--- src/rtl/oflow_pe_pkg.sv ---
// Shared constants and state encoding for the per-PE FE/registration controller.
package oflow_pe_pkg;

   localparam int FE_LAT   = 4;   // FE datapath depth in cycles
   localparam int CAND_MAX = 48;  // max previous-frame candidates per registration
   localparam int CAND_AW  = 6;   // candidate address width
   localparam int SCORE_W  = 16;  // unsigned score width, lower is better
   localparam int ID_W     = 12;  // object ID width

   localparam logic [ID_W-1:0]    NO_MATCH   = '1;
   localparam logic [SCORE_W-1:0] SCORE_NONE = '1;

   typedef enum logic [2:0] {
      ST_IDLE,
      ST_FE_RUN,
      ST_FE_DONE,
      ST_REG_RD,
      ST_REG_DRAIN,
      ST_REG_DONE
   } pe_ctrl_state_t;

endpackage

--- src/rtl/oflow_pe_min_tracker.sv ---
// Running strict arg-min over a stream of (score, id) pairs.
// Ties keep the earlier entry; an all-ones score can never displace the
// initial all-ones value, so such candidates never produce a match.
module oflow_pe_min_tracker #(
   parameter int SCORE_W = 16,
   parameter int ID_W    = 12
) (
   input  logic               clk,
   input  logic               reset,
   input  logic               clear,
   input  logic               valid,
   input  logic [SCORE_W-1:0] score,
   input  logic [ID_W-1:0]    id,
   output logic [SCORE_W-1:0] best_score,
   output logic [ID_W-1:0]    best_id
);

   // Hold the best-so-far; reset/clear park it at the no-match sentinel.
   always_ff @(posedge clk) begin
      if (reset || clear) begin
         best_score <= '1;
         best_id    <= '1;
      end else if (valid && (score < best_score)) begin
         best_score <= score;
         best_id    <= id;
      end
   end

endmodule

--- src/rtl/oflow_pe_ctrl.sv ---
// Per-PE controller: FE latency window followed by a candidate sweep that
// tracks the best-scoring previous-frame object. Done flags are levels so the
// sequencers can AND them across the PE array.
module oflow_pe_ctrl
   import oflow_pe_pkg::*;
#(
   parameter int P_FE_LAT   = FE_LAT,
   parameter int P_CAND_MAX = CAND_MAX,
   parameter int P_CAND_AW  = CAND_AW,
   parameter int P_SCORE_W  = SCORE_W,
   parameter int P_ID_W     = ID_W
) (
   input  logic                 clk,
   input  logic                 reset,
   input  logic                 start_fe,
   input  logic                 start_registration,
   input  logic                 bbox_valid,
   input  logic [P_CAND_AW-1:0] num_cand,
   output logic                 cand_rd_en,
   output logic [P_CAND_AW-1:0] cand_addr,
   input  logic [P_SCORE_W-1:0] cand_score,
   input  logic [P_ID_W-1:0]    cand_id,
   output logic                 fe_busy,
   output logic                 done_fe,
   output logic                 done_registration,
   output logic [P_ID_W-1:0]    best_id,
   output logic [P_SCORE_W-1:0] best_score,
   output logic                 protocol_err
);

   localparam int FE_CW = $clog2(P_FE_LAT + 1);
   localparam int CN_W  = P_CAND_AW + 1;   // holds CAND_MAX even when it is 2**CAND_AW

   localparam logic [FE_CW-1:0]     FE_LOAD = FE_CW'(P_FE_LAT - 1);
   localparam logic [FE_CW-1:0]     FE_ONE  = FE_CW'(1);
   localparam logic [CN_W-1:0]      CN_MAX  = CN_W'(P_CAND_MAX);
   localparam logic [CN_W-1:0]      CN_ONE  = CN_W'(1);
   localparam logic [P_CAND_AW-1:0] AD_ONE  = P_CAND_AW'(1);

   pe_ctrl_state_t   state;
   logic [FE_CW-1:0] fe_cnt;
   logic [CN_W-1:0]  rd_left;   // reads still to issue
   logic [CN_W-1:0]  n_clamp;
   logic             sc_vld;    // cand_score/cand_id carry a real candidate this cycle
   logic             fe_acc;
   logic             reg_acc;

   // Start acceptance and clamped candidate count.
   always_comb begin
      fe_acc  = start_fe && ((state == ST_IDLE) || (state == ST_REG_DONE));
      reg_acc = start_registration && (state == ST_FE_DONE);
      n_clamp = ({1'b0, num_cand} > CN_MAX) ? CN_MAX : {1'b0, num_cand};
   end

   // Sequencer FSM with registered outputs; an idle slot reuses FE_RUN for a
   // single cycle with fe_busy low so done_fe still rises one cycle later.
   always_ff @(posedge clk) begin
      if (reset) begin
         state             <= ST_IDLE;
         fe_cnt            <= '0;
         rd_left           <= '0;
         sc_vld            <= 1'b0;
         cand_rd_en        <= 1'b0;
         cand_addr         <= '0;
         fe_busy           <= 1'b0;
         done_fe           <= 1'b0;
         done_registration <= 1'b0;
         protocol_err      <= 1'b0;
      end else begin
         protocol_err <= (start_fe && !fe_acc) || (start_registration && !reg_acc);
         sc_vld       <= cand_rd_en;
         case (state)
            ST_IDLE, ST_REG_DONE: begin
               if (fe_acc) begin
                  state             <= ST_FE_RUN;
                  done_fe           <= 1'b0;
                  done_registration <= 1'b0;
                  fe_busy           <= bbox_valid;
                  fe_cnt            <= bbox_valid ? FE_LOAD : '0;
               end
            end
            ST_FE_RUN: begin
               if (fe_cnt == '0) begin
                  state   <= ST_FE_DONE;
                  fe_busy <= 1'b0;
                  done_fe <= 1'b1;
               end else begin
                  fe_cnt <= fe_cnt - FE_ONE;
               end
            end
            ST_FE_DONE: begin
               if (reg_acc) begin
                  cand_addr  <= '0;
                  cand_rd_en <= 1'b0;
                  if (!bbox_valid || (n_clamp == '0)) begin
                     state   <= ST_REG_DRAIN;
                     rd_left <= '0;
                  end else begin
                     state   <= ST_REG_RD;
                     rd_left <= n_clamp;
                  end
               end
            end
            ST_REG_RD: begin
               if (rd_left != '0) begin
                  cand_rd_en <= 1'b1;
                  if (cand_rd_en) cand_addr <= cand_addr + AD_ONE;
                  rd_left <= rd_left - CN_ONE;
               end else begin
                  cand_rd_en <= 1'b0;
                  state      <= ST_REG_DRAIN;
               end
            end
            ST_REG_DRAIN: begin
               // Last score is consumed by the tracker on this same edge.
               state             <= ST_REG_DONE;
               done_registration <= 1'b1;
            end
            default: state <= ST_IDLE;
         endcase
      end
   end

   oflow_pe_min_tracker #(
      .SCORE_W (P_SCORE_W),
      .ID_W    (P_ID_W)
   ) u_min (
      .clk        (clk),
      .reset      (reset),
      .clear      (reg_acc),
      .valid      (sc_vld),
      .score      (cand_score),
      .id         (cand_id),
      .best_score (best_score),
      .best_id    (best_id)
   );

endmodule

--- config.mk ---
export PLATFORM = sky130hd
export DESIGN_NAME = oflow_pe_ctrl
export DESIGN_NICKNAME = d
export VERILOG_FILES = /design/src/rtl/oflow_pe_pkg.sv /design/src/rtl/oflow_pe_min_tracker.sv /design/src/rtl/oflow_pe_ctrl.sv
export SDC_FILE = /design/constraint.sdc
export NUM_CORES = 1
export LEC_CHECK = 0
export ABC_AREA = 1
export ABC_CLOCK_PERIOD_IN_PS = 2100
export CAP_MARGIN = 20
export CORE_ASPECT_RATIO = 1.25
export CORE_MARGIN = 2
export CORE_UTILIZATION = 30
export DETAILED_ROUTE_END_ITERATION = 16
export GPL_ROUTABILITY_DRIVEN = 0
export GPL_TIMING_DRIVEN = 1
export PLACE_DENSITY = 0.53
export SLEW_MARGIN = 20
export SYNTH_ARGS = -nofsm -noshare
export SYNTH_HDL_FRONTEND = slang
export SYNTH_HIERARCHICAL = 1
export SYNTH_SLANG_ARGS = --single-unit
export TNS_END_PERCENT = 20
--- constraint.sdc ---
create_clock -name clk -period 2.1 [get_ports clk]
set_clock_uncertainty 0.05 [all_clocks]
set_input_delay 0.42 -clock clk [delete_from_list [all_inputs] [get_ports clk]]
set_output_delay 0.42 -clock clk [all_outputs]
set_load 0.01 [all_outputs]
**Word level (Yosys, flattened, before mapping)**

Index checks and enable logic that the tools add are counted.

- Bits in registers: 53
- Bits in latches: 0
- RAM bits: 0
- Bits in read-only memories: 0
- Input bits: 39
- Word-level logic and storage cells: 85
- Memories: 0

- Add/sub/neg operators: 3
- $mul: 0
- Div/mod/pow operators: 0
- Order comparisons: 2
- Equal/unequal tests: 12
- Shifts and indexed selects: 0
- Multiplexer cells: 29
- Bitwise logic cells: 0
- Reduce and logical (&&, ||, !) cells: 27

Operators by type and width:

| operator | count |
|---|---|
| 2-to-1 mux 6 bit | 5 |
| 2-to-1 mux 3 bit | 7 |
| < comparator 16 bit | 1 |
| case mux 3 bit (5 select lines) | 1 |
| 2-to-1 mux 7 bit | 2 |
| inequality test 2 bit, second input constant | 7 |
| case mux 7 bit (2 select lines) | 1 |
| case mux 6 bit (2 select lines) | 1 |
| AND reduction 3 bit | 3 |
| case mux 1 bit (2 select lines) | 4 |
| AND reduction 4 bit | 2 |
| zero test 7 bit | 1 |
| nonzero test 7 bit | 1 |
| subtractor 7 x 1 -> 7 bit, second input constant | 1 |
| adder 6 x 1 -> 6 bit, second input constant | 1 |
| == test 3 x 2 -> 1 bit, second input constant | 2 |
| == test 3 bit, second input constant | 2 |
| > comparator 6 bit, second input constant | 1 |
| zero test 3 bit | 2 |
| 2-to-1 mux 1 bit | 6 |
| case mux 3 bit (2 select lines) | 1 |
| nonzero test 2 bit | 3 |
| logical AND 1 bit | 5 |
| logical OR 1 bit | 4 |
| 6 further kinds | 9 |

**Logic depth before layout (Yosys ltp)**

Gate-level depths: netlist (run 1).

- Word-level depth: 7
- Mapped depth: 13
- Mapped depth without buffers: 12

**Hierarchy**

Netlist (run 1), hierarchy kept.

By module, submodules not included:

| module | times used | cells an instance | area each (µm²) | sequential area each (µm²) |
|---|---|---|---|---|
| oflow_pe_ctrl | 1 | 233 | 1,565.3 | 500.5 |
| oflow_pe_min_tracker | 1 | 194 | 1,458.9 | 560.5 |

**Worst setup path after synthesis (run 1)**

OpenSTA, ideal clock, no wires.

- Path kind: reg-to-reg
- Start: register u_min.best_score[9]
- End: register u_min.best_score[0]
- Setup time: 0.134 ns
- Arrival: 1.538 ns
- Required time: 1.916 ns
- Setup slack: 0.378 ns
- Cell stages (with the launch flop): 12
- Path buffers: 1
- Cell sequence: dfxtp_1 inv_1 ha_1 nand2_1 inv_1 o21ai_1 a21oi_1 nor2_2 nand2_2 buf_4 nand2_1 nand3_1

- Longest elaborated chain between the ends: 2

Ends and longest elaborated chain:

| what | line | source |
|---|---|---|
| start: declaration | oflow_pe_min_tracker.sv:14 | `output logic [SCORE_W-1:0] best_score,` |
| start signal: assignment | oflow_pe_min_tracker.sv:24 | `best_score <= score;` |
| < comparator 16 bit | oflow_pe_min_tracker.sv:23 | `end else if (valid && (score < best_score)) begin` |
| logical AND 1 bit | oflow_pe_min_tracker.sv:23 |  |

Every way passes these cells.
A chain may end at the register's enable or synchronous reset.

**Worst setup path in the final report (run 1)**

- Start: input cand_score[13]
- End: register u_min.best_score[1]

- Longest elaborated chain between the ends: 2

Ends and longest elaborated chain:

| what | line | source |
|---|---|---|
| start: declaration | oflow_pe_ctrl.sv:21 | `input logic [P_SCORE_W-1:0] cand_score,` |
| < comparator 16 bit | oflow_pe_min_tracker.sv:23 |  |
| logical AND 1 bit | oflow_pe_min_tracker.sv:23 |  |

Every way passes these cells.

==> results of run 1 <==
-- layer usage --
metal / part of all wire, % / GRT usage (%) / wire length (microns) / up-vias
met3: 4.7 / 2.32 / 346 / 10
met5: 0 / 0 / 0 / -
li1: - / - / - / 1533
met4: 1.5 / 4.64 / 111 / 0
met2: 50 / 25.5 / 3670 / 68
met1: 44 / 15.4 / 3260 / 1322
-- Yosys cell counts (all sizes together), types with 3 or more instances --
library cell    n
a21oi          25
o21ai          10
nand3          85
ha             20
buf            10
nor2           37
clkbuf          3
nand4           4
dfxtp          53
inv            55
nand2         118
-- cells by family (layout without fill, tap and decap cells) --
family / count (synthesis) / in the layout
AOI/OAI and AO/OA: 38 / 38
xor gates and xnor gates: 2 / 2
adders and majority gates: 20 / 20
buffers and inverters: 68 / 151
DFF: 53 / 53
and+or+nand+nor: 246 / 246
-- cells in the final DEF (no fill, tap or decap), types with 8 or more instances in the layout --
master and count:
nor2_1 29, inv_1 52, ha_1 20, clkdlybuf4s50_1 77, nand3_1 82, a21oi_1 24
dfxtp_1 53, nand2_1 110, buf_4 8, o21ai_0 8
-- flip-flops by register name, summed over array words and instances (netlist names) --
name               flops
cand_addr              6
cand_rd_en             1
done_fe                1
done_registration      1
fe_busy                1
fe_cnt                 3
protocol_err           1
rd_left                7
sc_vld                 1
state                  3
u_min/best_id         12
u_min/best_score      16
-- power by group --
group          internal, uW  leakage, uW  switching (uW)
logic                   423      0.00157             626
clock network           596    0.0000841             354
registers              1100     0.000430            76.6
-- how the worst max path moves through the flow --
stage,to,slack (ns),depth (start not counted)
4_1_cts,u_min/best_score[9]$_SDFFE_PP1P_,0.14,11
5_1_grt,u_min/best_score[9]$_SDFFE_PP1P_,0.01,11
6_report,u_min/best_score[1]$_SDFFE_PP1P_,0.15,11
3_5_place_dp,u_min/best_score[9]$_SDFFE_PP1P_,-0.15,11
3_3_place_gp,u_min/best_id[5]$_SDFFE_PP1P_,-0.13,11
2_1_floorplan,u_min/best_score[0]$_SDFFE_PP1P_,0.38,11
-- metrics by stage --
step | worst slack [ns] | area, sq um | setup TNS [ns] | cells
6_report | 0.149 | 4140 | 0 | 639
5_1_grt | 0.0146 | 4140 | 0 | 639
4_1_cts | 0.145 | 4140 | 0 | 639
3_5_place_dp | -0.155 | 3970 | -3.92 | 631
3_3_place_gp | -0.129 | 3970 | -3.49 | 631
2_1_floorplan | 0.378 | 3020 | 0 | 427
-- cell type report --
type | count | area [sq um]
Fill cell | 1038 | 5810
Clock inverter | 1 | 30.0
Timing Repair Buffer | 88 | 891
Clock buffer | 7 | 143
Inverter | 55 | 206
Multi-Input combinational cell | 306 | 1650
Sequential cell | 53 | 1060
Tap cell | 129 | 161
-- worst reg2reg max path: cells and delay by family (launching register included) --
family                   cells  cell delay (ns)
AO/OA/AOI/OAI                2             0.21
adder cells (fa/ha/maj)      1             0.30
buffers and inverters        3             0.26
flip-flops                   1             0.36
AND/OR/NAND/NOR              5             0.51
==> impl_metrics.py, run 1 <==
metrics = {
    "run_status": {
        "status": "complete, no violations",
    },
    "synthesis": {
        "synth_top_area_share_pct": 35.1,
        "muxShareOfSynthArea_pct": 0,
        "yosysTopAreaCell": "dfxtp_1",
        "synth_edf_count": 0,
        "synthSimpleGateAreaFrac_pct": 38.8,
        "synth_top_family_by_area": "simple AND/OR/NAND/NOR gates",
        "synthArstFlopShare_pct": 0,
        "synthCells": 427,
        "synthAdderAreaFrac_pct": 8.27,
        "synth_nets": 486,
        "synth_xor_xnor_area_share_pct": 0.579,
        "synth-seq-cells": 53,
        "synth_area_leaders": "dfxtp_1 35%, nand2_1 14%, nand3_1 14%, ha_1 8.3%, inv_1 6.5%",
        "netlist_area_sq_um": 3020,
        "synth_area_per_cell_sq_um": 7.08,
        "synth-compound-area-share_pct": 6.83,
        "ys.flop_type": "dfxtp_1",
        "seq_area_frac_synth_pct": 35.1,
        "synth.distinct_cells": 27,
        "yosys_warnings": 6,
    },
    "pwr": {
        "total_power_uw": 3170,
        "p_per_area_nw_per_um2": 767,
        "ir_drop_uv": 457,
        "leakagePower_uw": 0.00208,
    },
    "clocking": {
        "clock_tree.root_cell": "clkbuf_16",
        "cts_setup_buffers": 0,
        "clock-sinks": 53,
        "cts_buffers": 5,
        "cts_hold_buf": 0,
        "postCtsResizedCells": 0,
        "clkSlewWorstSetupHoldPaths_ns": 0.07,
        "cts_tree": "done",
        "clock_latency_ns": 0.29,
        "ctsHtreeMaxLevel": 2,
        "clockBufferDepth": 2,
    },
    "timing": {
        "clock.fmax_ghz": 0.513,
        "hold_violations": 0,
        "worst_slew_pin_slew_ns": 0.544,
        "period_share_pct": 92.9,
        "whs_ns": 0.407,
        "finalSetupViolations": 0,
        "fin_crit_ns": 1.95,
        "finalMaxSlewViolations": 0,
        "max_slew_margin_pct": 63.7,
        "rsz0062_at_grt": "no",
    },
    "finish": {
        "drive_above_1_share_pct": 8.04,
        "area_growth_pct": 36.9,
        "num_antenna_cells": 0,
        "fin_nets": 568,
        "final_core_util_pct": 41.6,
    },
    "placed_design": {
        "port-buffer-count": 77,
        "dp.final_hpwl_microns": 5600,
    },
    "min_path": {
        "min_path_type": "flip-flop to flip-flop",
        "hold_depth": 2,
        "min_to": "u_min/best_id[3]$_SDFFE_PP1P_",
        "hold_path_startpoint": "u_min/best_id[3]$_SDFFE_PP1P_",
    },
    "worst_setup_path": {
        "slowest_delay_ns": 0.51,
        "r2r-start": "u_min/best_score[9]$_SDFFE_PP1P_",
        "worstSetupStartpointType": "input port",
        "cp_top_family": "buffers and inverters",
        "crit_path_start": "cand_score[13]",
        "path_buf_inv": 3,
        "crit_path_frequent_cell": "nand2_1",
        "r2r_cells": 11,
        "crit_fanout": 20,
        "path_cells": "clkdlybuf4s50_1 -> ha_1 -> nand2_1 -> inv_1 -> o21ai_1 -> nand4_1 -> nor2_2 -> nand2_2 -> buf_12 -> nand2_1 -> nand3_1",
        "crit_required_ns": 2.22,
        "rrSetupSlack_ns": 0.31,
        "worstSetupEndpointType": "flip-flop",
        "r2r_end": "u_min/best_score[1]$_SDFFE_PP1P_",
        "cp_slowest_cell": "clkdlybuf4s50_1",
        "path_class": "input port to flip-flop",
        "crit_arrival_ns": 2.07,
    },
    "detailed_routing": {
        "wire_per_inst_microns": 11.6,
        "via_count": 2933,
        "detail_route.iter0.violations": 75,
        "drc": 0,
        "ant_nets": 0,
        "finalWirelength_microns": 7380,
        "avgViaCountPerCell": 4.59,
        "drtPass1Iterations": 4,
    },
    "global_routing": {
        "antenna_found_initial": 0,
        "grt_pass1_wl_microns": 12200,
        "grt.overflow.total": 0,
        "grt_pass1_vias": 2741,
        "grt_max_degree": 29,
        "grt_use_total_pct": 13.6,
    },
    "floorplanning": {
        "core_sq_um": 9950,
        "dieArea_sq_um": 10900,
        "row_count": 41,
        "die_y_microns": 116,
        "die_width_microns": 93.8,
        "initial_utilization_pct": 30.4,
        "io_pins": 78,
    },
    "job": {
        "max-cap-violations": 0,
    },
}
Power figures use the tool's default switching activity.
==> run 2, diff against run 1 <==
--- a/config.mk
+++ b/config.mk
@@ -8,7 +8,6 @@
 export ABC_AREA = 1
 export ABC_CLOCK_PERIOD_IN_PS = 2100
 export CAP_MARGIN = 20
-export CORE_ASPECT_RATIO = 1.25
 export CORE_MARGIN = 2
 export CORE_UTILIZATION = 30
 export DETAILED_ROUTE_END_ITERATION = 16
==> run 2 against run 1 <==
  * Core utilization grew 0.078 points
  * Critical path depth is the same
  * Non-clock buffer count grew 4
==> impl_metrics.py, run 2 (synthesis results as in run 1) <==
metrics = {
    "timing": {
        "hold_violations": 0,
        "period_share_pct": 91.5,
        "finalMaxSlewViolations": 0,
        "worst_slew_pin_slew_ns": 0.534,
        "max_slew_margin_pct": 64.4,
        "rsz0062_at_grt": "no",
        "setup_ws_ns": 0.178,
        "timing.setup.tns_ns": 0,
        "fin_crit_ns": 1.92,
        "clock.fmax_ghz": 0.520,
        "finalSetupViolations": 0,
    },
    "clocking": {
        "cts_tree": "done",
        "clock-sinks": 53,
        "postCtsResizedCells": 0,
        "clock_latency_ns": 0.30,
        "clkSlewWorstSetupHoldPaths_ns": 0.10,
        "ctsHtreeMaxLevel": 2,
        "cts_buffers": 5,
        "cts_hold_buf": 0,
        "clock_tree.root_cell": "clkbuf_8",
        "clockBufferDepth": 2,
        "cts_setup_buffers": 0,
    },
    "finish": {
        "final_common_cell": "nand2_1",
        "regMostFlops": "u_min/best_score",
        "drive_above_1_share_pct": 8.56,
        "largest_reg_flops": 16,
        "area_growth_pct": 34.8,
        "fin_cells": 647,
        "fillers": 1015,
        "fin_nets": 572,
        "top_regs": "u_min/best_score: 16 flops, u_min/best_id: 12 flops, rd_left: 7 flops",
        "layout_common_cells": "110 x nand2_1, 82 x nand3_1, 77 x clkdlybuf4s50_1, 53 x dfxtp_1, 52 x inv_1",
        "num_antenna_cells": 0,
    },
    "detailed_routing": {
        "drtPass1Iterations": 4,
        "via_count": 2928,
        "ant_nets": 0,
        "drc": 0,
        "wire_per_inst_microns": 11.5,
        "finalWirelength_microns": 7450,
        "avgViaCountPerCell": 4.53,
        "detail_route.iter0.violations": 105,
    },
    "min_path": {
        "min_path_type": "flip-flop to flip-flop",
    },
    "pwr": {
        "ir_drop_uv": 409,
        "leakagePower_uw": 0.00206,
        "p_per_area_nw_per_um2": 688,
        "total_power_uw": 2800,
    },
    "placed_design": {
        "dp.cells": 639,
        "place_ws_ns": -0.150,
        "port-buffer-count": 77,
        "dp.final_hpwl_microns": 5720,
    },
    "worst_setup_path": {
        "worstSetupStartpointType": "input port",
        "crit_required_ns": 2.24,
        "worstSetupEndpointType": "flip-flop",
        "crit_fanout": 9,
        "rrSetupSlack_ns": 0.33,
        "path_class": "input port to flip-flop",
        "crit_arrival_ns": 2.07,
    },
    "floorplanning": {
        "io_pins": 78,
        "core_sq_um": 9770,
        "die_width_microns": 104,
        "die_y_microns": 104,
        "row_count": 36,
        "dieArea_sq_um": 10900,
        "initial_utilization_pct": 30.9,
    },
    "global_routing": {
        "grt_pass1_wl_microns": 13000,
        "antenna_found_initial": 0,
        "grt.overflow.total": 0,
        "grt_use_total_pct": 14.2,
        "grt_max_degree": 29,
        "grt_pass1_vias": 2807,
    },
    "job": {
        "max-cap-violations": 0,
    },
    "run_status": {
        "status": "complete, no violations",
    },
}
[run 2: changes by cell type in the layout (fill, tap and decap cells not counted), sizes merged]
cell / before / now
clkinvlp: 0 / 1
bufinv: 1 / 0
buf: 11 / 15
[run 2: critical path, cell delays in order]
cell and delay (ns):
clkdlybuf4s50_1 0.50, ha_1 0.25, a21oi_1 0.14, nor2_1 0.06, nor3_1 0.13, nand2_1 0.09, nand2_2 0.10, nand2_2 0.08
buf_4 0.17, nand2_1 0.07, nand3_1 0.06
[run 2: path summary, 6_finish.rpt]
check                                    start                           endpoint  cells after the start
min reg2reg      u_min/best_id[9]$_SDFFE_PP1P_      u_min/best_id[9]$_SDFFE_PP1P_                      2
min              u_min/best_id[9]$_SDFFE_PP1P_      u_min/best_id[9]$_SDFFE_PP1P_                      2
max reg2reg  u_min/best_score[13]$_SDFFE_PP1P_  u_min/best_score[12]$_SDFFE_PP1P_                     11
max                              cand_score[5]  u_min/best_score[12]$_SDFFE_PP1P_                     11
[run 2: power breakdown]
group	switching, uW	internal (uW)	total (uW)
combinational	620	428	1050
sequential	76.8	1100	1180
clock	340	237	578
[run 2: area by class of cell]
type,instances,area [sq um],share of cell area (%)
clock inverter,1,7.51,0.184
timing repair buffer,92,908,22.3
multi-input combinational,306,1650,40.5
clock buffer,7,76.3,1.87
inverter,55,206,5.07
sequential,53,1060,26.0
tap,133,166,4.08
[run 2: stage by stage]
step	util (%)	hold slack, ns	area [sq um]
6_report	41.7	0.415	4080
5_1_grt	41.7	0.445	4080
4_1_cts	41.7	0.418	4080
3_5_place_dp	40.8	0.393	3990
3_3_place_gp	40.8	0.389	3990
2_1_floorplan	-	0.400	3020
[run 2: layer usage]
layer | wire, microns | global-route usage, % | vias up | share of wire (%)
li1 | - | - | 1560 | -
met1 | 3470 | 18.0 | 1301 | 47
met2 | 3590 | 25.1 | 62 | 48
met3 | 342 | 2.94 | 5 | 4.6
met4 | 49 | 2.61 | 0 | 0.66
met5 | 0 | 0 | - | 0
